--- src/rtl/regfile_sequencer.sv ---
// Control sequencer for a 4 x 10-bit register file: decodes one instruction
// per Exec handshake and drives the read/write/ALU/bus controls over the
// 1-2 execute cycles that LOAD, COPY and ALU operations need.
module regfile_sequencer #(
  parameter int INSTR_W = 10,
  parameter int ADDR_W  = 2
) (
  input  logic               CLKb,
  input  logic               RSTb,
  input  logic               Exec,
  input  logic [INSTR_W-1:0] INSTR,
  output logic               ENW,
  output logic [ADDR_W-1:0]  WRA,
  output logic               ENR0,
  output logic [ADDR_W-1:0]  RDA0,
  output logic               ENR1,
  output logic [ADDR_W-1:0]  RDA1,
  output logic [2:0]         ALUop,
  output logic               Gin,
  output logic [1:0]         BusSel,
  output logic               Busy,
  output logic               Done,
  output logic               Err
);

  typedef enum logic [1:0] {IDLE, T1, T2} state_t;

  localparam logic [1:0] BUS_NONE = 2'b00;
  localparam logic [1:0] BUS_EXT  = 2'b01;
  localparam logic [1:0] BUS_Q0   = 2'b10;
  localparam logic [1:0] BUS_G    = 2'b11;

  state_t             state, state_nxt;
  logic [INSTR_W-1:0] ir;

  // Fixed instruction fields; the two low bits carry nothing.
  logic [3:0]        opcode;
  logic [ADDR_W-1:0] rx, ry;
  logic              is_load, is_copy, is_alu;
  logic [2:0]        alu_fn;
  logic              unused_ir_bits;

  assign opcode  = ir[9:6];
  assign rx      = ir[5:4];
  assign ry      = ir[3:2];
  assign is_load = (opcode == 4'b0000);
  assign is_copy = (opcode == 4'b0001);
  assign is_alu  = (opcode[3] == 1'b0) && (opcode[2:1] != 2'b00);
  // Opcodes 0010..0111 map onto ALU functions 000..101.
  assign alu_fn  = opcode[2:0] - 3'd2;
  assign unused_ir_bits = &{1'b0, ir[1:0]};

  // State and instruction register; IR only loads on an accepted Exec.
  always_ff @(posedge CLKb or negedge RSTb) begin
    if (!RSTb) begin
      state <= IDLE;
      ir    <= '0;
    end else begin
      state <= state_nxt;
      if (state == IDLE && Exec) ir <= INSTR;
    end
  end

  // Next state and Moore outputs, decoded from state and IR only.
  always_comb begin
    state_nxt = state;
    ENW    = 1'b0;
    WRA    = '0;
    ENR0   = 1'b0;
    RDA0   = '0;
    ENR1   = 1'b0;
    RDA1   = '0;
    ALUop  = 3'b000;
    Gin    = 1'b0;
    BusSel = BUS_NONE;
    Busy   = (state != IDLE);
    Done   = 1'b0;
    Err    = 1'b0;
    unique case (state)
      IDLE: begin
        if (Exec) state_nxt = T1;
      end
      T1: begin
        state_nxt = IDLE;
        if (is_load) begin
          BusSel = BUS_EXT;
          ENW    = 1'b1;
          WRA    = rx;
          Done   = 1'b1;
        end else if (is_copy) begin
          ENR0   = 1'b1;
          RDA0   = ry;
          BusSel = BUS_Q0;
          ENW    = 1'b1;
          WRA    = rx;
          Done   = 1'b1;
        end else if (is_alu) begin
          // Operand fetch and G capture; write-back happens in T2.
          ENR0      = 1'b1;
          RDA0      = rx;
          ENR1      = 1'b1;
          RDA1      = ry;
          ALUop     = alu_fn;
          Gin       = 1'b1;
          state_nxt = T2;
        end else begin
          Done = 1'b1;
          Err  = 1'b1;
        end
      end
      T2: begin
        state_nxt = IDLE;
        BusSel    = BUS_G;
        ENW       = 1'b1;
        WRA       = rx;
        ALUop     = alu_fn;
        Done      = 1'b1;
      end
      default: state_nxt = IDLE;
    endcase
  end

endmodule

--- config.mk ---
export PLATFORM = sky130hd
export DESIGN_NAME = regfile_sequencer
export DESIGN_NICKNAME = d
export VERILOG_FILES = /design/src/rtl/regfile_sequencer.sv
export SDC_FILE = /design/constraint.sdc
export NUM_CORES = 1
export LEC_CHECK = 0
export CAP_MARGIN = 20
export CELL_PAD_IN_SITES_DETAIL_PLACEMENT = 1
export CELL_PAD_IN_SITES_GLOBAL_PLACEMENT = 1
export CORE_MARGIN = 2
export CORE_UTILIZATION = 26
export DETAILED_ROUTE_END_ITERATION = 6
export GPL_ROUTABILITY_DRIVEN = 1
export PLACE_DENSITY_LB_ADDON = 0.05
export SLEW_MARGIN = 20
export SYNTH_ARGS = -nofsm -noshare
export SYNTH_HDL_FRONTEND = slang
export SYNTH_SLANG_ARGS = --single-unit
--- constraint.sdc ---
create_clock -name CLKb -period 1.4 [get_ports CLKb]
set_input_delay 0.28 -clock CLKb [delete_from_list [all_inputs] [get_ports CLKb]]
set_output_delay 0.28 -clock CLKb [all_outputs]
set_load 0.02 [all_outputs]
==> key figures, run 1 <==
Floorplan
  – Die height: 54.6 um
  – Initial Util: 27.2%
  – Die Span X: 54.6 um
  – Area of the core: around 0.0025 sq mm
  – # IOs: 31
  – Die area: 0.00299 sq mm
  – # rows: 18

Cells and area
  – Post-layout nets: about 130
  – Share of cells above drive strength 1: 73.3%
  – Antenna diodes: 0
  – Final design area excluding fillers: ~0.0014 sq mm
  – Layout area overhead: 116%

Worst setup path
  – RR Endpoint: state[1]
  – Setup crit start kind: flop
  – Reg-to-reg startpoint: ir[7]
  – Top delay family on crit path: flip-flops
  – Crit Path Max Fanout: 6
  – Crit path capture type: primary output
  – Buf/Inv on CP: 2
  – CP arrival: between 1.5 and 2 ns
  – WP data required: 1.12 ns
  – Crit path cell chain: buf_12 > nor4b_4 > mux2i_1 > nor2_2 > buf_6
  – Crit path largest cell delay: 0.47 ns
  – Length in cells of the worst reg-to-reg path: 5
  – R2R Setup Slk: -0.10 ns
  – Crit-path slowest cell: dfrtp_2
  – Crit Path Category: flop to primary output

Detailed routing
  – Avg Vias per Cell: 4.58
  – Detail Route Antenna Nets: 0
  – Vias: about 670
  – Drc violations: 0
  – WL per Instance: 13.4 um
  – Drt total wl: 1960 um
  – Starting DRT DRC Count: 1
  – DRT Pass-1 Iters: 2

Synthesis
  – Syn Std Cell Area: 667 sq um
  – #FFs+latches synth: 10
  – Ys Warns: 0
  – Avg Cell Area, Syn: between 10 and 15 sq um
  – Syn Nets: 83
  – Most used DFF post-synth: dfrtp_1
  – Post-synth EDFFs: 0
  – Leading area contributor after synthesis: dfrtp_1
  – Unique masters post-synth: 23
  – Synth async-reset ratio: 100%
  – Top cells by count, synth: 11 x inv_1, 10 x dfrtp_1, 9 x nor2_1
  – Synth Instances: 66
  – Post-synth top area share: 37.5%
  – Most numerous cell in the Yosys netlist: inv_1
  – Post-synthesis sequential area ratio: 37.5%
  – Top cells by area, synth: dfrtp_1 38%, mux2_2 14%, ha_1 7.5%, inv_1 6.2%, nor2_1 5.1%

Run
  – Max-cap violations: 0

Clock network
  – Clock Latency Late Sink: 0.26 ns
  – CTS buffer count: 3
  – H-tree depth: 1
  – Clk buf depth: 2
  – CTS Hold Buffers Added: 0
  – CTS sink cnt: 10
  – CTS tree: done
  – Clock Pin Slew Worst Setup and Hold Paths: about 0.070 ns
  – Clock root buffer: clkbuf_4

Status
  – Failing checks: setup timing
  – Status: complete, but fails checks

Placed design
  – Number of port buffers: 28
  – Final GP Congestion: approximately 0.77
  – Dpl hpwl: 1460 um
  – Placed Area: 0.00123 sq mm

Timing
  – Clock skew: between 0.01 and 0.015 ns
  – Max_slew headroom: between 60 and 70%
  – Fin crit share: 138%
  – Fin. Hold Viols: 0
  – Slew @ Worst Pin: 0.467 ns
  – # setup viols final: 18
  – Peak Freq: 0.517 GHz
  – RSZ-0062 raised after global routing: yes
  – Final WS setup: -0.533 ns
  – Max-slew violations: 0
  – Crit path time final: 1.93 ns
  – Fin Hold WS: 0.332 ns

Global routing
  – Largest net degree at the start of global routing: 11
  – Number of global-route vias before repair: 680
  – First-pass GRT wire length: 3040 um
  – Antenna violations before repair: 0
  – Gr ovfl total: 0
  – GRT Total Usage: 14.7%

Pwr
  – Worst IR Drop VDD: 1540 uV
  – Pwr Density: 2640 mW/mm^2
  – Leakage power: 0.000611 uW

Min path
  – Hold WC Path Type: input pin to async pin
[area by class of cell]
| class | count | area (sq um) |
|---|---|---|
| multi-input combinational | 44 | 591 |
| clock buffer | 4 | 26.3 |
| tap | 30 | 37.5 |
| inverter | 11 | 43.8 |
| timing repair buffer | 47 | 485 |
| sequential | 10 | 254 |
| fill | 263 | 1020 |
[cell families after synthesis]
family	synth area share, %
DFF	37.5
adders and majority gates	7.50
AOI/OAI and AO/OA	9.57
and+or+nand+nor	19.3
muxes	18.8
buffers and inverters	7.32
[stage by stage]
stage               setup WS [ns]  total power (uW)  utilization [%]  setup TNS (ns)  cells
detailed placement         -0.721              2990             50.0          -12.21    137
floorplan                  -0.161              1940                -           -1.44     66
finish                     -0.533              3800             58.6           -8.03    146
global route               -0.640              4060             58.6           -9.48    146
CTS                        -0.573              3610             55.9           -8.23    144
global placement           -0.689              2950             50.0          -11.91    137
[what timing repair did]
item | CTS | global route
setup buffers | 4 | 2
pin swaps | 11 | 4
resized for setup | 127 | 10
hold endpoints to repair | 0 | 0
setup endpoints to repair | 27 | 27
[worst register-to-register path, stage by stage, from the launching register on]
cell and delay, ns:
dfrtp_2 0.47, buf_4 0.18, o21ba_4 0.22, buf_12 0.13
and2_4 0.14, mux2_4 0.25
[registers in the layout (all words and copies together), names as in the netlist]
name	cells
ir	8
state	2
[layout by cell type (no fill, tap or decap), types with 3 or more instances in the layout]
cell type,netlist,layout
mux2_2,8,8
inv_2,0,5
nor2_2,0,3
inv_1,11,5
clkdlybuf4s50_1,0,10
nor2_1,9,3
dfrtp_2,0,3
dfrtp_1,10,7
nor2_4,0,3
clkbuf_4,0,3
buf_6,0,22
ha_4,0,4
buf_4,1,13
[report_power, final]
group          switching (uW)  internal [uW]  leakage [uW]  total (uW)
Sequential                226            447      0.000116         673
Combinational            1300           1620      0.000480        2920
Clock                    95.5            110     0.0000150         205
Total                    1620           2170      0.000611        3800
[per-layer routing]
metal | part of all wire (%) | routed length, um | track usage (%) | vias to the layer above
met3 | 3.5 | 68 | 0.820 | 2
met2 | 55 | 1080 | 27.8 | 15
met5 | 0 | 0 | 0 | -
li1 | - | - | - | 322
met4 | 0.61 | 12 | 7.50 | 0
met1 | 41 | 798 | 16.3 | 329
[worst max-delay path by stage]
stage,to,slack [ns],start,depth (start not counted)
finish,RDA0[0],-0.53,ir[7],5
global placement,ALUop[1],-0.69,ir[8],6
detailed placement,BusSel[0],-0.72,state[1],6
CTS,RDA0[0],-0.57,ir[7],5
global route,RDA0[1],-0.64,ir[7],5
floorplan,ALUop[1],-0.16,ir[7],5
Power figures use the tool's default switching activity.
==> inputs of run 2 (changes only) <==
--- a/config.mk
+++ b/config.mk
@@ -10,6 +10,7 @@
 export CELL_PAD_IN_SITES_GLOBAL_PLACEMENT = 1
 export CORE_MARGIN = 2
 export CORE_UTILIZATION = 26
+export CTS_CLUSTER_SIZE = 40
 export DETAILED_ROUTE_END_ITERATION = 6
 export GPL_ROUTABILITY_DRIVEN = 1
 export PLACE_DENSITY_LB_ADDON = 0.05
==> results of run 2 <==
The final DEF is identical to that of run 1; final timing and power are the same.
